==> src/rtl/servo_pwm_array_if.sv <==
// Command/output bundle for servo_pwm_array.
//   angle_in    : packed per-channel angle commands, channel i at [i*ANGLE_W +: ANGLE_W]
//   upd_valid   : request to load angle_in as the next command set
//   upd_ready   : a new command set can be accepted
//   ch_en       : per-channel output enable (taken at frame boundaries)
//   servo_out   : registered PWM outputs
//   frame_start : one-cycle pulse marking the start of each frame
interface servo_pwm_array_if #(
  parameter int unsigned NUM_CH  = 4,
  parameter int unsigned ANGLE_W = 8
);
  logic [NUM_CH*ANGLE_W-1:0] angle_in;
  logic                      upd_valid;
  logic                      upd_ready;
  logic [NUM_CH-1:0]         ch_en;
  logic [NUM_CH-1:0]         servo_out;
  logic                      frame_start;

  modport master (
    output angle_in, upd_valid, ch_en,
    input  upd_ready, servo_out, frame_start
  );

  modport slave (
    input  angle_in, upd_valid, ch_en,
    output upd_ready, servo_out, frame_start
  );
endinterface

==> src/rtl/servo_pwm_array.sv <==
// Multi-channel hobby-servo PWM generator with a frame-synchronous command
// update, angle clamping and optional per-frame slew limiting.
//   clk : system clock, rising edge
//   rst : synchronous active-high reset
//   bus : servo_pwm_array_if slave (commands in, PWM and status out)
module servo_pwm_array #(
  parameter int unsigned NUM_CH       = 4,
  parameter int unsigned ANGLE_W      = 8,
  parameter int unsigned FRAME_CYCLES = 1000000,
  parameter int unsigned BASE_CYCLES  = 50000,
  parameter int unsigned CYC_PER_STEP = 275,
  parameter int unsigned MAX_ANGLE    = 180,
  parameter int unsigned SLEW_STEP    = 0
) (
  input logic               clk,
  input logic               rst,
  servo_pwm_array_if.slave  bus
);

  localparam int unsigned CNT_W = $clog2(FRAME_CYCLES);
  localparam logic [CNT_W-1:0]   CNT_LAST = CNT_W'(FRAME_CYCLES - 1);
  localparam logic [CNT_W-1:0]   W_BASE   = CNT_W'(BASE_CYCLES);
  localparam logic [CNT_W-1:0]   W_STEP   = CNT_W'(CYC_PER_STEP);
  localparam logic [ANGLE_W-1:0] ANG_MAX  = ANGLE_W'(MAX_ANGLE);
  localparam logic [ANGLE_W-1:0] ANG_MID  = ANGLE_W'(MAX_ANGLE / 2);
  localparam logic [ANGLE_W-1:0] ANG_SLEW = ANGLE_W'(SLEW_STEP);

  typedef enum logic {ST_IDLE, ST_PENDING} state_t;

  state_t             state, state_next;
  logic [CNT_W-1:0]   cnt;
  logic               boundary;
  logic               load, apply;
  logic [NUM_CH-1:0]  en;
  logic [NUM_CH-1:0]  out_next;

  logic [ANGLE_W-1:0] pending     [NUM_CH];
  logic [ANGLE_W-1:0] target      [NUM_CH];
  logic [ANGLE_W-1:0] active      [NUM_CH];
  logic [ANGLE_W-1:0] clamped     [NUM_CH];
  logic [ANGLE_W-1:0] target_next [NUM_CH];
  logic [ANGLE_W-1:0] active_next [NUM_CH];
  logic [CNT_W-1:0]   width       [NUM_CH];
  logic [CNT_W-1:0]   width_next  [NUM_CH];

  // Frame boundary is the cycle in which the counter reads zero.
  assign boundary = (cnt == '0);

  // Frame counter 0..FRAME_CYCLES-1.
  always_ff @(posedge clk) begin
    if (rst)                   cnt <= '0;
    else if (cnt == CNT_LAST)  cnt <= '0;
    else                       cnt <= cnt + CNT_W'(1);
  end

  // Update handshake state register; upd_ready mirrors the next state.
  always_ff @(posedge clk) begin
    if (rst) begin
      state         <= ST_IDLE;
      bus.upd_ready <= 1'b1;
    end else begin
      state         <= state_next;
      bus.upd_ready <= (state_next == ST_IDLE);
    end
  end

  // Handshake next-state: capture in IDLE, hand over at the next boundary.
  always_comb begin
    state_next = state;
    load       = 1'b0;
    apply      = 1'b0;
    case (state)
      ST_IDLE: begin
        if (bus.upd_valid) begin
          load       = 1'b1;
          state_next = ST_PENDING;
        end
      end
      ST_PENDING: begin
        if (boundary) begin
          apply      = 1'b1;
          state_next = ST_IDLE;
        end
      end
      default: state_next = ST_IDLE;
    endcase
  end

  // Per-channel clamp, slew step and pulse width for the upcoming frame.
  always_comb begin
    for (int i = 0; i < NUM_CH; i++) begin
      clamped[i] = (bus.angle_in[i*ANGLE_W +: ANGLE_W] > ANG_MAX) ?
                   ANG_MAX : bus.angle_in[i*ANGLE_W +: ANGLE_W];
      target_next[i] = apply ? pending[i] : target[i];
      if (SLEW_STEP == 0) begin
        active_next[i] = target_next[i];
      end else if (target_next[i] > active[i]) begin
        active_next[i] = ((target_next[i] - active[i]) > ANG_SLEW) ?
                         active[i] + ANG_SLEW : target_next[i];
      end else begin
        active_next[i] = ((active[i] - target_next[i]) > ANG_SLEW) ?
                         active[i] - ANG_SLEW : target_next[i];
      end
      width_next[i] = W_BASE + CNT_W'(active_next[i]) * W_STEP;
    end
  end

  // Angle registers; everything except the pending set moves only at a boundary.
  always_ff @(posedge clk) begin
    if (rst) begin
      for (int i = 0; i < NUM_CH; i++) begin
        pending[i] <= ANG_MID;
        target[i]  <= ANG_MID;
        active[i]  <= ANG_MID;
        width[i]   <= '0;
      end
      en <= '0;
    end else begin
      for (int i = 0; i < NUM_CH; i++) begin
        if (load) pending[i] <= clamped[i];
      end
      if (boundary) begin
        for (int i = 0; i < NUM_CH; i++) begin
          target[i] <= target_next[i];
          active[i] <= active_next[i];
          width[i]  <= width_next[i];
        end
        en <= bus.ch_en;
      end
    end
  end

  // Pulse level for the next cycle: on the boundary use the freshly computed
  // width and enable, otherwise stay high while cnt < width (width cycles total).
  always_comb begin
    out_next = '0;
    for (int i = 0; i < NUM_CH; i++) begin
      if (boundary) out_next[i] = bus.ch_en[i] && (width_next[i] != '0);
      else          out_next[i] = en[i] && (cnt < width[i]);
    end
  end

  // Registered outputs.
  always_ff @(posedge clk) begin
    if (rst) begin
      bus.servo_out   <= '0;
      bus.frame_start <= 1'b0;
    end else begin
      bus.servo_out   <= out_next;
      bus.frame_start <= boundary;
    end
  end

endmodule
==> src/flat_wrapper.sv <==
// flat-port wrapper written by rule: the top's interface ports become plain ports
module servo_pwm_array_flat 
#(
  parameter int unsigned NUM_CH       = 4,
  parameter int unsigned ANGLE_W      = 8,
  parameter int unsigned FRAME_CYCLES = 1000000,
  parameter int unsigned BASE_CYCLES  = 50000,
  parameter int unsigned CYC_PER_STEP = 275,
  parameter int unsigned MAX_ANGLE    = 180,
  parameter int unsigned SLEW_STEP    = 0
)
  (clk, rst, bus_angle_in, bus_upd_valid, bus_ch_en, bus_upd_ready, bus_servo_out, bus_frame_start);
  servo_pwm_array_if #(.NUM_CH(NUM_CH), .ANGLE_W(ANGLE_W)) bus_i ();
  input logic clk;
  input logic rst;
  input wire logic [$bits(bus_i.angle_in)-1:0] bus_angle_in;
  input wire logic [$bits(bus_i.upd_valid)-1:0] bus_upd_valid;
  input wire logic [$bits(bus_i.ch_en)-1:0] bus_ch_en;
  output wire logic [$bits(bus_i.upd_ready)-1:0] bus_upd_ready;
  output wire logic [$bits(bus_i.servo_out)-1:0] bus_servo_out;
  output wire logic [$bits(bus_i.frame_start)-1:0] bus_frame_start;
  assign bus_i.angle_in = bus_angle_in;
  assign bus_i.upd_valid = bus_upd_valid;
  assign bus_i.ch_en = bus_ch_en;
  assign bus_upd_ready = bus_i.upd_ready;
  assign bus_servo_out = bus_i.servo_out;
  assign bus_frame_start = bus_i.frame_start;
  servo_pwm_array #(.NUM_CH(NUM_CH), .ANGLE_W(ANGLE_W), .FRAME_CYCLES(FRAME_CYCLES), .BASE_CYCLES(BASE_CYCLES), .CYC_PER_STEP(CYC_PER_STEP), .MAX_ANGLE(MAX_ANGLE), .SLEW_STEP(SLEW_STEP)) u_core (.clk(clk), .rst(rst), .bus(bus_i));
endmodule
==> config.mk <==
export PLATFORM = sky130hd
export DESIGN_NAME = servo_pwm_array_flat
export DESIGN_NICKNAME = d
export VERILOG_FILES = /design/src/rtl/servo_pwm_array_if.sv /design/src/rtl/servo_pwm_array.sv /design/src/flat_wrapper.sv
export SDC_FILE = /design/constraint.sdc
export NUM_CORES = 1
export LEC_CHECK = 0
export CAP_MARGIN = 20
export CORE_ASPECT_RATIO = 2
export CORE_MARGIN = 2
export CORE_UTILIZATION = 47
export DETAILED_ROUTE_END_ITERATION = 10
export GPL_ROUTABILITY_DRIVEN = 0
export PLACE_DENSITY_LB_ADDON = 0.25
export REMOVE_ABC_BUFFERS = 1
export SLEW_MARGIN = 10
export SYNTH_ARGS = -nofsm -noshare
export SYNTH_HDL_FRONTEND = slang
export SYNTH_SLANG_ARGS = --single-unit
==> constraint.sdc <==
create_clock -name clk -period 6.06 [get_ports clk]
set_clock_uncertainty 0.1 [all_clocks]
set_input_delay 1.212 -clock clk [delete_from_list [all_inputs] [get_ports clk]]
set_output_delay 1.212 -clock clk [all_outputs]
set_load 0.05 [all_outputs]
* Yosys cells after proc, flatten, opt, wreduce, memory -nomap -nowiden *
Memories as Yosys holds them, arrays and structs flattened.
Cells that the tools add are included.

cells by class
  reductions and logical operators = 14
  $mul = 4
  $add $sub $neg = 5
  div/mod/pow operators = 0
  mux-type cells = 37
  $lt $le $gt $ge = 8
  shift-type cells = 0
  bitwise logic cells = 14
  equality and inequality tests = 1

operators by type and width
  kind                    count
  $mux 8                  16
  $lt 20x20->1            4
  $reduce_bool 20->1      4
  $add 16x17->18 const A  4
  $mux 18                 4
  $mul 8x9->17 const B    4
  $gt 8x8->1 const B      4
  $add 20x1->20 const B   1
  $eq 20x20->1 const B    1
  $logic_not 20->1        1
  $mux 1                  16
  $or 1x1->1              12
  $logic_and 1x1->1       8
  $not 1->1               2
  $pmux 1 s2              1
  $reduce_or 2->1         1

storage, ports and cells
  output and inout port bits = 6
  memory bits (writable) = 136
  memories kept = 3
  word-level logic and storage cells = 92
  input bits = 39
  memory bits (read-only) = 0
  latch bits = 0
  register bits = 31

memories
  memory          depth  width  rd ports  clocked after Yosys merged registers in  wr ports  RTL line               RTL
  u_core.width    4      18     4         0                                        4         servo_pwm_array.sv:43  logic [CNT_W-1:0] width [NUM_CH];
  u_core.pending  4      8      4         0                                        4         servo_pwm_array.sv:37  logic [ANGLE_W-1:0] pending [NUM_CH];
  u_core.target   4      8      4         0                                        4         servo_pwm_array.sv:38  logic [ANGLE_W-1:0] target [NUM_CH];

* Depth between registers and ports, before layout *
Gate-level depths: netlist (run 1).

  depth in word-level cells = 9
  depth in mapped cells = 25

* Least setup slack after synthesis (run 1) *
Ideal clock, no wire load.

  path type = reg-to-reg
  from = reg u_core.cnt[10]
  to = reg u_core.bus.servo_out[3]
  slack = 392 ps
  data required time = 5844 ps
  arrival time = 5452 ps
  path buffers = 2
  stages on the path, launching flop included = 23
  setup time = 116 ps
  path through = dfxtp_1 or4_4 nor2_4 nand4_4 buf_2 buf_2 mux2i_1 inv_1 ha_1 inv_1 fa_1 fa_1 inv_1 ha_1 nand4b_1 a21boi_0 a31o_2 o31ai_1 o21ai_0 xnor2_1 nor4_1 nand4_1 a31o_2

RTL lines
  what                    RTL line                  RTL
  from (decl)             servo_pwm_array.sv:31     logic [CNT_W-1:0] cnt;
  from (signal assigned)  servo_pwm_array.sv:53     else cnt <= cnt + CNT_W'(1);
  to (signal assigned)    servo_pwm_array.sv:149    bus.servo_out <= out_next;
  to (decl)               servo_pwm_array_if.sv:26  output upd_ready, servo_out, frame_start

==> results of run 1 <==
what timing repair did:
action	CTS	global route
resized for setup	0	6
hold endpoints to repair	0	0
hold buffers	0	0
setup endpoints to repair	0	4
worst max-delay path: cells and delay by family, from the launching register on:
kind | cells | cell delay, ns
buf+inv | 4 | 0.51
flops | 1 | 0.31
simple gates | 5 | 1.23
fa+ha+maj | 4 | 1.66
compound gates | 6 | 1.65
mux | 1 | 0.23
cell families after synthesis:
kind of cell               synth area share (%)
adders and majority gates                 25.47
and+or+nand+nor                           14.40
xor gates and xnor gates                  5.151
AOI/OAI and AO/OA                         9.320
muxes                                     3.218
buffers and inverters                     6.495
DFF                                       35.95
layout make-up:
cell class              count  area, µm²
multi-input cells         909       7388
clock inverters            14      105.1
flip-flops and latches    163       4584
repair buffers             96      830.8
clock buffers              18      429.2
inverters                 188      708.2
fillers                  2507      12320
well taps                 348      435.4
placed cells by master, fill, tap and decap left out, types with 4 or more instances in the layout:
master | synthesis | final
and2_1 | 31 | 31
inv_1 | 188 | 187
nand4_1 | 14 | 14
nand3_1 | 21 | 21
o21a_1 | 7 | 7
o2111ai_1 | 4 | 4
xor2_1 | 28 | 28
and4_1 | 4 | 4
a211oi_1 | 10 | 10
nand2_1 | 77 | 77
edfxtp_1 | 132 | 132
clkdlybuf4s50_1 | 0 | 44
nand3b_1 | 8 | 8
a31oi_1 | 7 | 6
nor2_1 | 127 | 126
fa_1 | 28 | 28
o31ai_1 | 7 | 6
nand2b_1 | 14 | 12
nor4_1 | 8 | 7
ha_1 | 214 | 214
nand4b_1 | 4 | 4
mux2i_1 | 35 | 34
o21bai_1 | 6 | 6
o21ai_0 | 41 | 41
a21o_1 | 25 | 25
buf_4 | 0 | 52
dfxtp_1 | 31 | 31
nor2b_1 | 10 | 10
a21oi_1 | 55 | 54
clkbuf_16 | 0 | 17
nor3_1 | 9 | 9
and3_1 | 13 | 13
xnor2_1 | 47 | 47
inv_6 | 0 | 5
registers in the layout, indices dropped and copies added, names as in the netlist:
register                cells
u_core.bus.frame_start      1
u_core.bus.servo_out        4
u_core.bus.upd_ready        1
u_core.cnt                 20
u_core.en                   4
u_core.pending             32
u_core.state                1
u_core.target              32
u_core.width               68
stage by stage:
stage               worst slack, ns  utilization (%)  power [µW]
global route                0.01535            54.03        5204
finish                       0.2940            54.03        4797
CTS                          0.1608            53.91        4816
detailed placement           0.1841            51.91        3801
floorplan                    0.3676                -        3221
global placement             0.2263            51.91        3752
path summary, 6_finish.rpt:
check / cells past startpoint / slack (ns) / end / startpoint
max: 20 / 0.29 / u_core.bus.servo_out[2]$_SDFF_PP0_ / u_core.cnt[10]$_SDFF_PP0_
min: 2 / 0.39 / u_core.en[3]$_SDFFE_PP0P_ / u_core.en[3]$_SDFFE_PP0P_
min reg2reg: 2 / 0.39 / u_core.en[3]$_SDFFE_PP0P_ / u_core.en[3]$_SDFFE_PP0P_
max reg2reg: 20 / 0.29 / u_core.bus.servo_out[2]$_SDFF_PP0_ / u_core.cnt[10]$_SDFF_PP0_
routing by layer:
layer / GRT usage (%) / vias to the layer above
met1: 21.72 / 4535
met2: 44.22 / 161
met5: 0 / -
met4: 10.71 / 0
met3: 3.011 / 64
li1: - / 4640
power by group:
group / total (µW) / internal (µW) / switching, µW
Combinational: 2310 / 980 / 1330
Clock: 1000 / 529 / 476
Sequential: 1480 / 1430 / 49.9
Total: 4800 / 2940 / 1860
==> results.yml, run 1 <==
status:
  status: "completed"
worst_setup_path:
  endpoint_kind: "flip-flop"
  cpPeakStageDelay_ns: 0.54
  cp.required_ns: 6.34
  worst-setup-path-type: "flip-flop to flip-flop"
  cpMostUsedCell: "inv_1"
  start_kind: "flip-flop"
  worst_path_max_delay_cell: "or4_4"
  crit_chain: "or4_4 > nor2_4 > nand4_4 > buf_4 > mux2i_1 > inv_1 > ha_1 > inv_1 > fa_1 > fa_1 > inv_1 > ha_1 > a211o_1 > a21oi_1 > a21oi_2 > a311o_1 > and2_1 > a221o_1 > nand4_1 > a31o_1"
  cp.arrival_ns: 6.04
  critPathMaxFanout: 11
detailed_routing:
  post_drt_wl_per_cell_um: 17.26
  top_layer: "met4"
  vias_per_cell: 5.415
  drtPass1Iterations: 4
  initialDrtViolationCount: 261
  drt-total-wl_mm: 29.97
  ant_nets: 0
  drc: 0
  wl_met3_um: 774
  wl_met1_mm: 10.78
  routed-wl-met2_mm: 17.14
  vias: 9400
floorplan:
  die_h_um: 237.0
  rows: 85
  initial_core_util_pct: 47.59
  num_io_pins: 45
  core-area_um2: 26800
  die_w_um: 120.5
  design.die.area_um2: 28550
synthesis:
  synth-seq-cells: 163
  synth_top_area_share_pct: 31.08
  yosysUniqueCellTypes: 71
  synth_enable_flop_cells: 132
  synth_ff_type: "edfxtp_1"
  yosys.area.top_type: "edfxtp_1"
  syn-cell-area_um2: 12750
  ys_top_cells_by_count: "ha_1 (214), inv_1 (188), edfxtp_1 (132), nor2_1 (127), nand2_1 (77)"
  async_flop_share_pct: 0
  yosysMostFrequentCell: "ha_1"
  postSynthAreaPerCell_um2: 9.917
  synthCells: 1286
  yosys-top-cells-area: "edfxtp_1 (31%), ha_1 (21%), inv_1 (5.5%), dfxtp_1 (4.9%), fa_1 (4.4%)"
  ys_seq_area_share_pct: 35.95
  yosysWarningCount: 0
clock_network:
  postCtsSetupRepairBufs: 0
  cts_made_buffers: 17
  clk_path_buf_depth: 2
  cts_root_buffer: "clkbuf_16"
  path_clk_slew_ns: 0.07
  clock_latency_ns: 0.44
  h-tree-depth: 4
  cts_tree: "yes"
  cts_sinks: 163
sta:
  hold-worst-slack_ns: 0.3920
  setup-violations-final: 0
  fin_crit_sh_pct: 95.15
  period_minus_slack_ns: 5.766
  fmax_ghz: 0.1734
  fin_setup_tns_ns: 0
  hold_viol: 0
  drv_slew: 0
  worst_pin_slew_ns: 1.139
  rsz0062_at_grt: "false"
  slew_headroom_pct: 23.41
global_routing:
  grt_usage_pct: 22.24
  antenna_found_initial: 0
  grt_pass1_wl_mm: 48.58
  gr-total-overflow: 0
  grt_start_max_net_pins: 59
  grt_pass1_vias: 10011
finish:
  stdcell_count: 1736
  drive_gt1_share_pct: 7.925
  fin_nets: 1656
  n_antenna_cell: 0
  syn_to_final_growth_pct: 13.55
  final_area_um2: 14480
placement:
  hpwl_mm: 23.09
  numPortBuffers: 44
  place_area_um2: 13910
  place_inst: 1704
run:
  cap_violations: 0
power_and_ir_drop:
  power_density_nw_per_um2: 331.2
  max-vdd-ir-drop_mv: 0.1570
  leakagePower_uw: 0.006561
min_path:
  min_path_type: "flip-flop to flip-flop"
(Power assumes the default switching activity.)
==> run 2: changes to the inputs <==
Settings changed: GPL_TIMING_DRIVEN from default to 0.
==> run 2 against run 1 <==
Sequential cell count unchanged. Register-to-register slack worse by 0.09 ns. Via count about the same. Global-route usage down 0.66 points. Maximum frequency down 1.6%. Sequential share of layout area down 0.57 points. Sequential power about the same. Power up 3.2%. Die area unchanged. Critical endpoint unchanged. Highest routed layer unchanged.
==> results.yml, run 2 (synthesized netlist as in run 1, its figures left out) <==
status:
  status: "completed"
worst_setup_path:
  r2r_cells: 20
  endpoint: "u_core.bus.servo_out[2]$_SDFF_PP0_"
  worst_path_max_delay_cell: "or4_4"
  start_kind: "flip-flop"
  r2r-start: "u_core.cnt[15]$_SDFF_PP0_"
  worst-setup-path-type: "flip-flop to flip-flop"
  cp.required_ns: 6.34
  critPathTopFamily: "compound AO/OA/AOI/OAI gates"
  cp.depth: 20
  critPathMaxFanout: 8
  cp.arrival_ns: 6.14
  critPathBufInv: 3
  cpPeakStageDelay_ns: 0.57
  crit_chain: "or4_4 > nor2_4 > and3_4 > buf_4 > mux2i_4 > nor2_1 > ha_1 > inv_1 > fa_1 > fa_1 > inv_1 > ha_1 > a211o_1 > a21oi_2 > a21oi_2 > a311o_1 > and2_1 > a221o_1 > nand4_1 > a31o_1"
  reg2reg_slack_ns: 0.20
  reg2reg_to: "u_core.bus.servo_out[2]$_SDFF_PP0_"
  endpoint_kind: "flip-flop"
  setup.worst_path.start: "u_core.cnt[15]$_SDFF_PP0_"
global_routing:
  grt_pass1_wl_mm: 47.06
  grt_usage_pct: 21.58
  grt_pass1_vias: 9517
  grt_start_max_net_pins: 60
  gr-total-overflow: 0
  antenna_found_initial: 0
placement:
  hpwl_mm: 21.43
  dp_slack_ns: -0.9702
  numPortBuffers: 44
  place_inst: 1657
power_and_ir_drop:
  power.switching_uw: 1849
  switching_share_pct: 37.35
  clkPwrFrac_pct: 22.4
  pwr-share-seq_pct: 30.1
  max-vdd-ir-drop_mv: 0.1699
  internal-power_uw: 3102
  power_density_nw_per_um2: 334.8
  leakagePower_uw: 0.006535
  share_comb_of_total_power_pct: 47.5
floorplan:
  num_io_pins: 45
  die_w_um: 120.5
  core-area_um2: 26800
  design.die.area_um2: 28550
  initial_core_util_pct: 47.59
  rows: 85
  die_h_um: 237.0
detailed_routing:
  initialDrtViolationCount: 294
  drt-total-wl_mm: 29.62
  drtPass1Iterations: 7
  ant_nets: 0
  vias: 9403
  vias_per_cell: 5.457
  drc: 0
  post_drt_wl_per_cell_um: 17.19
finish:
  regMostFlops: "u_core.width"
  syn_to_final_growth_pct: 15.96
  final_common_cell: "ha_1"
  drive_gt1_share_pct: 9.455
  multi_input_area_um2: 7634
  n_antenna_cell: 0
  regArea_um2: 4598
  top_regs: "u_core.width: 68 flops, u_core.pending: 32 flops, u_core.target: 32 flops"
  largest_reg_flops: 68
  fill_cells: 2456
  fin_nets: 1643
  stdcell_count: 1723
  layout_common_cells: "ha_1 (213), inv_1 (186), edfxtp_1 (132)"
clock_network:
  clk_path_buf_depth: 2
  clock_latency_ns: 0.45
  cts_root_buffer: "clkbuf_16"
  cts_sinks: 163
  cts_tree: "yes"
  cts_hold_buf: 0
  h-tree-depth: 4
  path_clk_slew_ns: 0.07
  cts_made_buffers: 17
sta:
  slew_headroom_pct: 45.18
  setup-violations-final: 0
  rsz0062_at_grt: "true"
  drv_slew: 0
  fin_crit_sh_pct: 96.65
  setup_ws_ns: 0.2032
  fmax_ghz: 0.1707
  hold_viol: 0
  period_minus_slack_ns: 5.857
  worst_pin_slew_ns: 0.8223
run:
  cap_violations: 0
min_path:
  holdPathStages: 2
  min_path_type: "flip-flop to flip-flop"
==> run 2: cell count changes in the layout (fill, tap and decap cells not counted), sizes merged <==
cell,change
buf,-14
bufinv,+3
clkbuf,+1
clkinv,+1
clkinvlp,-1
inv,-4
nand4,+1
==> run 2: worst min path at each step <==
stage	from	endpoint
after floorplan	u_core.en[1]$_SDFFE_PP0P_	u_core.en[1]$_SDFFE_PP0P_
after global placement	u_core.en[3]$_SDFFE_PP0P_	u_core.en[3]$_SDFFE_PP0P_
after detailed placement	u_core.en[0]$_SDFFE_PP0P_	u_core.en[0]$_SDFFE_PP0P_
after CTS	u_core.en[1]$_SDFFE_PP0P_	u_core.en[1]$_SDFFE_PP0P_
after global routing	u_core.en[1]$_SDFFE_PP0P_	u_core.en[1]$_SDFFE_PP0P_
final	u_core.en[1]$_SDFFE_PP0P_	u_core.en[1]$_SDFFE_PP0P_
==> run 2: area by class of cell <==
class | instances | area share, %
Clock buffer | 19 | 2.927
Inverter | 188 | 4.788
Sequential cell | 163 | 31.09
Multi-Input combinational cell | 910 | 51.62
Clock inverter | 13 | 1.066
Tap cell | 348 | 2.944
Timing Repair Buffer | 82 | 5.567
==> run 2: power by group through the flow <==
stage | sequential [µW] | combinational [µW] | clock (µW)
after floorplan | 1510 | 1710 | 0
after global placement | 1510 | 2170 | 0
after detailed placement | 1510 | 2240 | 0
after CTS | 1490 | 2300 | 1130
after global routing | 1510 | 2670 | 1170
final | 1490 | 2350 | 1110
==> run 2: tightest hold or removal path, stage by stage, from the launching register on <==
cell	delay, ns
dfxtp_1	0.32
mux2i_1	0.06
nor2_1	0.08
==> run 2: routing by layer <==
metal / GRT usage (%) / wire length [µm]
met1: 21.54 / 10660
met2: 42.18 / 17080
met3: 3.011 / 832
met4: 10.68 / 1048
met5: 0 / 0
==> run 2: through the flow <==
| step | setup TNS (ns) | hold slack, ns | total power [µW] | cell area (µm²) | util [%] |
|---|---|---|---|---|---|
| detailed placement | -11.04 | 0.3882 | 3746 | 13630 | 50.84 |
| floorplan | 0 | 0.3520 | 3221 | 12630 | - |
| CTS | 0 | 0.4085 | 4920 | 14460 | 53.96 |
| global route | -0.1294 | 0.4305 | 5349 | 14790 | 55.18 |
| global placement | -52.49 | 0.3668 | 3684 | 13510 | 50.40 |
| finish | 0 | 0.4065 | 4952 | 14790 | 55.18 |
==> run 2: repair_timing <==
item | in CTS | in global routing
buffers inserted | 9 | 24
gates cloned | 1 | 0
gates resized for setup | 27 | 31
pin swaps | 3 | 3
endpoints found under the setup margin | 26 | 13
